File: src/rtl/vector_sequencer.sv
// Vector list sequencer: walks a RAM of {x, y, line, pos} entries and hands
// each LINE segment to an external line drawer, pulsing frame_done at END.
module vector_sequencer #(
  parameter int OUT_WIDTH = 8,
  parameter int ADR_WIDTH = 16,
  parameter int DATAWIDTH = 18
) (
  input  logic                 clk,
  input  logic                 rst_n,
  input  logic                 draw_frame,
  output logic                 frame_done,
  output logic [ADR_WIDTH-1:0] adrREAD,
  input  logic [DATAWIDTH-1:0] dataREAD,
  output logic                 line_start,
  output logic [OUT_WIDTH-1:0] x0,
  output logic [OUT_WIDTH-1:0] y0,
  output logic [OUT_WIDTH-1:0] x1,
  output logic [OUT_WIDTH-1:0] y1,
  input  logic                 line_done,
  output logic                 overrun,
  output logic [2:0]           state_debug
);

  typedef enum logic [2:0] {
    IDLE      = 3'd0,
    FETCH     = 3'd1,
    WAIT_DATA = 3'd2,
    DECODE    = 3'd3,
    DRAW      = 3'd4,
    WAIT_LINE = 3'd5,
    FINISH    = 3'd6
  } state_t;

  state_t                 state_q;
  logic [ADR_WIDTH-1:0]   adr_q;
  logic                   lineStart_q;
  logic                   frameDone_q;
  logic                   overrun_q;
  logic                   drawPrev_q;
  logic [OUT_WIDTH-1:0]   x0_q, y0_q, x1_q, y1_q;
  logic [OUT_WIDTH-1:0]   curX_q, curY_q;

  logic [OUT_WIDTH-1:0]   entX_d, entY_d;
  logic [1:0]             entType_d;
  logic [ADR_WIDTH-1:0]   adrInc_d;
  logic                   adrLast_d;
  logic                   frameStart_d;

  assign entX_d    = dataREAD[DATAWIDTH-1 -: OUT_WIDTH];
  assign entY_d    = dataREAD[2 +: OUT_WIDTH];
  assign entType_d = dataREAD[1:0];
  assign adrInc_d  = adr_q + ADR_WIDTH'(1);
  assign adrLast_d = &adr_q;
  // A frame_done cycle swallows a coincident start edge.
  assign frameStart_d = draw_frame && !drawPrev_q && !frameDone_q;

  always_ff @(posedge clk or negedge rst_n) begin
    if (!rst_n) begin
      state_q     <= IDLE;
      adr_q       <= '0;
      lineStart_q <= 1'b0;
      frameDone_q <= 1'b0;
      overrun_q   <= 1'b0;
      drawPrev_q  <= 1'b0;
      x0_q        <= '0;
      y0_q        <= '0;
      x1_q        <= '0;
      y1_q        <= '0;
      curX_q      <= '0;
      curY_q      <= '0;
    end else begin
      drawPrev_q  <= draw_frame;
      lineStart_q <= 1'b0;
      frameDone_q <= 1'b0;
      case (state_q)
        IDLE: begin
          adr_q <= '0;
          if (frameStart_d) state_q <= FETCH;
        end
        FETCH:     state_q <= WAIT_DATA;
        WAIT_DATA: state_q <= DECODE;
        DECODE: begin
          case (entType_d)
            2'b11: state_q <= FINISH;
            2'b10: begin
              x0_q    <= curX_q;
              y0_q    <= curY_q;
              x1_q    <= entX_d;
              y1_q    <= entY_d;
              state_q <= DRAW;
            end
            default: begin
              if (entType_d == 2'b01) begin
                curX_q <= entX_d;
                curY_q <= entY_d;
              end
              // Running off the top of the address space ends the frame.
              if (adrLast_d) begin
                overrun_q <= 1'b1;
                state_q   <= FINISH;
              end else begin
                adr_q   <= adrInc_d;
                state_q <= FETCH;
              end
            end
          endcase
        end
        DRAW: begin
          lineStart_q <= 1'b1;
          state_q     <= WAIT_LINE;
        end
        WAIT_LINE: begin
          if (line_done) begin
            curX_q <= x1_q;
            curY_q <= y1_q;
            if (adrLast_d) begin
              overrun_q <= 1'b1;
              state_q   <= FINISH;
            end else begin
              adr_q   <= adrInc_d;
              state_q <= FETCH;
            end
          end
        end
        FINISH: begin
          frameDone_q <= 1'b1;
          adr_q       <= '0;
          state_q     <= IDLE;
        end
        default: state_q <= IDLE;
      endcase
    end
  end

  assign frame_done  = frameDone_q;
  assign adrREAD     = adr_q;
  assign line_start  = lineStart_q;
  assign x0          = x0_q;
  assign y0          = y0_q;
  assign x1          = x1_q;
  assign y1          = y1_q;
  assign overrun     = overrun_q;
  assign state_debug = state_q;

endmodule

File: config.mk
export PLATFORM = sky130hd
export DESIGN_NAME = vector_sequencer
export DESIGN_NICKNAME = d
export VERILOG_FILES = /design/src/rtl/vector_sequencer.sv
export SDC_FILE = /design/constraint.sdc
export NUM_CORES = 1
export LEC_CHECK = 0
export CORE_ASPECT_RATIO = 0.9
export CORE_MARGIN = 2
export CORE_UTILIZATION = 30
export CTS_BUF_LIST = sky130_fd_sc_hd__clkbuf_8 sky130_fd_sc_hd__clkbuf_16
export DETAILED_ROUTE_END_ITERATION = 7
export PLACE_DENSITY = 0.49
export SLEW_MARGIN = 20
export SYNTH_ARGS = -nofsm -noshare
export SYNTH_HDL_FRONTEND = slang
export SYNTH_SLANG_ARGS = --single-unit
File: constraint.sdc
create_clock -name clk -period 2.55 [get_ports clk]
set_input_delay 0.255 -clock clk [delete_from_list [all_inputs] [get_ports clk]]
set_output_delay 0.255 -clock clk [all_outputs]
set_load 0.005 [all_outputs]
Yosys cells after proc, flatten, opt, wreduce, memory -nomap -nowiden
Index checks and enable logic that the tools add are counted.
{ "word_totals": {"latch_bits": 0, "elab_cells": 64, "mem_count": 0, "rom_bits": 0, "input_bits": 22, "reg_bits": 71, "ram_bits": 0, "output_inout_bits": 54} }
{ "classes": {"n_eq_ne": 13, "n_mul": 0, "n_reduce_logical": 15, "mux": 23, "n_bitwise": 0, "n_addsub": 1, "magnitude_cmp": 0, "shifts": 0, "div_mod_pow": 0} }
{ "op_table": {"columns": ["cell", "count"], "rows": [
  ["2-to-1 mux 16 bit", 3],
  ["2-to-1 mux 8 bit", 6],
  ["one-hot mux 16 bit (3 select lines)", 1],
  ["one-hot mux 8 bit (2 select lines)", 2],
  ["one-hot mux 3 bit (6 select lines)", 1],
  ["adder 16 x 1 -> 16 bit (second input constant)", 1],
  ["AND reduction 16 bit", 1],
  ["== test 3 bit (second input constant)", 3],
  ["2-to-1 mux 3 bit", 3],
  ["!= test 2 bit (second input constant)", 4],
  ["== test 3 x 2 -> 1 bit (second input constant)", 2],
  ["one-hot mux 3 bit (2 select lines)", 1],
  ["AND reduction 3 bit", 2],
  ["2-to-1 mux 1 bit", 5],
  ["== test 2 bit (second input constant)", 2],
  ["AND reduction 2 bit", 2],
  ["AND reduction 4 bit", 1],
  ["OR reduction 2 bit", 2],
  ["== test 3 x 1 -> 1 bit (second input constant)", 1],
  ["logical NOT 3 bit", 1],
  ["nonzero test 3 bit", 1],
  ["== test 2 x 1 -> 1 bit (second input constant)", 1],
  ["logical AND 1 bit", 2],
  ["logical NOT 1 bit", 2],
  ["2 further kinds", 2]
]} }

Longest topological paths before layout
{ "logic_depth": {"depth_word": 5, "mapped_depth": 7, "ltp_nobuf": 5} }

Least setup slack after synthesis
OpenSTA, ideal clock, no wires.
{ "synth_timing": {"path_type": "reg-to-reg", "from": "reg state_q[2] (netlist: state_debug[2])", "to": "reg y1_q[7] (netlist: y1[7])", "path_buffers": 2, "t_arrival_ps": 1718, "setup_time_ps": 125, "path_stages_with_launch": 7, "t_required_ps": 2425, "slack_ps": 707, "period_less_slack_ps": 1843, "cell_sequence": "dfrtp_1 buf_6 nand2b_1 or2_1 nor3b_2 buf_4 mux2_2"} }
{ "synth_between": {"elab_chain_len": 2} }
{ "synth_lines": {"columns": ["element", "line", "source"], "rows": [
  ["start: declaration", "34", "state_t state_q;"],
  ["start signal: assignment", "59", "state_q <= IDLE;"],
  ["start signal: assignment", "78", "if (frameStart_d) state_q <= FETCH;"],
  ["start signal: assignment", "80", "FETCH: state_q <= WAIT_DATA;"],
  ["== test 3 x 2 -> 1 bit", "75", "case (state_q)"],
  ["AND reduction 2 bit (no line)", null, null],
  ["end signal: assignment", "89", "y1_q <= entY_d;"],
  ["end: declaration", "40", "logic [OUT_WIDTH-1:0] x0_q, y0_q, x1_q, y1_q;"]
]} }
No other way between the ends.
A chain may end at the register's enable or synchronous reset.

Worst setup path after layout
{ "layout_timing": {"from": "reg adr_q[0] (netlist: adrREAD[0])", "to": "reg state_q[1] (netlist: state_debug[1])"} }
{ "layout_between": {"elab_chain_len": 4, "word_cells_on_any_way": 5, "cone_classes": "4 x mux; 1 x reduce/logical"} }
{ "layout_lines": {"columns": ["element", "line", "source"], "rows": [
  ["start: declaration", "35", "logic [ADR_WIDTH-1:0] adr_q;"],
  ["start signal: assignment", "102", "adr_q <= adrInc_d;"],
  ["start signal: assignment", "120", "adr_q <= adrInc_d;"],
  ["AND reduction 16 bit *", "53", "assign adrLast_d = &adr_q;"],
  ["2-to-1 mux 3 bit *", "98, 116", null],
  ["one-hot mux 3 bit (2 select lines) or 2-to-1 mux 3 bit (tied branches)", "83, 113", null],
  ["one-hot mux 3 bit (6 select lines) *", "75", null],
  ["end signal: assignment", "84", "2'b11: state_q <= FINISH;"],
  ["end signal: assignment", "100", "state_q <= FINISH;"],
  ["end signal: assignment", "118", "state_q <= FINISH;"]
]} }
Mark *: on every way between the ends. The rest lies on a longest branch, timed or not. The select of a mux whose other input is x is not followed.

==> flow_metrics.tcl <==
set metrics [dict create \
    status "completed" \
    setup_viol 0 \
    numCtsBuffers 9 \
    yosys-top-cells-area "dfrtp_1 (54%), mux2_2 (10%), mux2i_1 (6.4%), nand2_1 (3.3%), o21ai_0 (3.2%)" \
    ios 76 \
    ys_seq_area_share_pct 53.9 \
    first_iter_violations 150 \
    rows 36 \
    initial_core_util_pct 30.6 \
    grt_pass1_wl_um 13200 \
    avgRoutedWirePerCell_um 16.1 \
    ys_ff_latch 71 \
    setup.worst_path.class "reg2reg" \
    dp_hpwl_um 5250 \
    critPathLaunch "adrREAD[0]" \
    dieArea_um2 11800 \
    fp.coreArea_um2 10800 \
    vias_per_cell 5.01 \
    path_clk_slew_ns 0.06 \
    first_global_vias 2473 \
    final_cell_mix "clkdlybuf4s50_1 (74), dfrtp_1 (71), mux2_2 (30), nand2_1 (29)" \
    hold_violations 0 \
    area_growth_pct 35.8 \
    synth.distinct_cells 50 \
    synth_edf_count 0 \
    layout_commonest_cell "clkdlybuf4s50_1" \
    synth_nets 301 \
    first_pass_iters 4 \
    postCtsSetupBuffers 0 \
    clock-root-buffer "clkbuf_16" \
    holdBufCountCts 0 \
    slew_violations 0 \
    rsz0062_at_grt "no" \
    worstHoldPathType "in2async" \
    htree_levels 3 \
    place_ws_ns 0.395 \
    cts.sinks 71 \
    required_ns 2.78 \
    ir_drop_mv 0.368 \
    cap_viol_max_count 0 \
    placed_area_um2 4180 \
    routed_wl_um 7880 \
    synth_cells 278 \
    fin_setup_tns_ns 0 \
    holdWs_ns 0.0410 \
    fmax_mhz 494 \
    power_leakage_uw 0.00185 \
    cts-resized-gates 0 \
    grt_max_degree 72 \
    end_kind "register" \
    period_needed_ns 2.02 \
    grtUsageTotal_pct 14.2 \
    crit_path_start_kind "register" \
    netlist_area_um2 3300 \
    antenna_found_initial 0 \
    drive_gt1_share_pct 16.5 \
    place_congestion 0.740 \
    die_x_um 115 \
    synth_flop_cell "dfrtp_1" \
    ant_nets 0 \
    synth_top_cell_by_area "dfrtp_1" \
    cp.arrival_ns 2.25 \
    clock-skew-final_ns 0.00954 \
    clockBufferDepth 2 \
    tritoncts "done" \
    fin_crit_sh_pct 79.4 \
    vias 2456 \
    r2r_start "adrREAD[0]" \
    syn_area_per_cell_um2 11.9 \
    slew_headroom_pct 36.7 \
    synth.top_cell.area_share_pct 53.9 \
    grt_overflow 0 \
    p_per_area_nw_per_um2 994 \
    nets 376 \
    crit_fanout 8 \
    drc 0 \
    async_flop_share_pct 100 \
    tightest_slew_ns 0.949 \
    setup_ws_ns 0.525 \
    fp.dieH_um 103 \
    numPortBuffers 75 \
    ys_warn_count 0 \
    diodes 0 \
    final_cell_area_um2 4480 \
    clock_latency_ns 0.33 \
]
-- Yosys cell counts (3+ instances only) --
cell,count
a21oi_1,10
and3_1,4
buf_2,3
buf_4,6
clkbuf_1,3
clkbuf_2,3
dfrtp_1,71
mux2_2,30
mux2i_1,21
nand2_1,29
nand2b_1,4
nand3_1,6
nand4_1,6
nor2_1,3
nor3b_1,3
nor4_1,3
o21ai_0,21
o31ai_1,6
or3_1,3
or4_1,8
-- critical path, cell delays in order, from the launching register on --
cell,delay [ns]
dfrtp_1,0.47
ha_1,0.24
nand4_1,0.20
nor4_4,0.55
buf_4,0.21
a21boi_1,0.06
o32ai_1,0.20
-- flip-flops by register name (all words and copies together) (netlist names) --
register	flops
adrREAD	16
curX_q	8
curY_q	8
x0	8
x1	8
y0	8
y1	8
state_debug	3
drawPrev_q	1
frame_done	1
line_start	1
overrun	1
-- kinds of logic (layout without fill, tap and decap cells) --
family / after synthesis / in the layout / synth area share (%)
AND/OR/NAND/NOR: 83 / 83 / 15.0
flip-flops: 71 / 71 / 53.9
multiplexers: 53 / 53 / 17.3
AO/OA/AOI/OAI: 50 / 50 / 9.86
buffers and inverters: 19 / 98 / 3.30
adder cells (fa/ha/maj): 1 / 1 / 0.379
XOR/XNOR: 1 / 1 / 0.266
-- report_power, final --
group	internal (µW)	switching [µW]
sequential	1500	275
combinational	858	568
clock	780	475
-- path summary, 6_finish.rpt --
check                                  to  slack (ns)  cells past startpoint
setup / recovery           state_debug[1]        0.53                      6
hold reg to reg                   overrun        0.46                      1
max in group asynchronous  state_debug[2]        1.85                      1
min in group clk               drawPrev_q        0.40                      1
hold / removal                 adrREAD[6]        0.04                      1
setup reg to reg           state_debug[1]        0.53                      6
-- area by class of cell --
class | instances | area (µm²)
clock buffers | 10 | 239
clock inverters | 5 | 57.6
fillers | 1080 | 6290
inverters | 2 | 7.51
multi-input cells | 188 | 1430
flip-flops and latches | 71 | 1780
well taps | 133 | 166
repair buffers | 81 | 806
-- routing by layer --
| layer | vias up | part of all wire [%] | global-route usage (%) |
|---|---|---|---|
| met2 | 48 | 47 | 21.4 |
| met3 | 8 | 3.3 | 2.80 |
| li1 | 1177 | - | - |
| met1 | 1223 | 48 | 20.4 |
| met5 | - | 0 | 0 |
| met4 | 0 | 1.4 | 5.16 |
-- per-stage QoR --
step,instances,utilization [%],power (µW)
2_1_floorplan,278,-,2480
3_3_place_gp,475,38.8,3210
3_5_place_dp,475,38.8,3240
4_1_cts,490,41.6,4530
5_1_grt,490,41.6,4760
6_report,490,41.6,4450
Note: power is estimated with default switching activity, not from simulation.
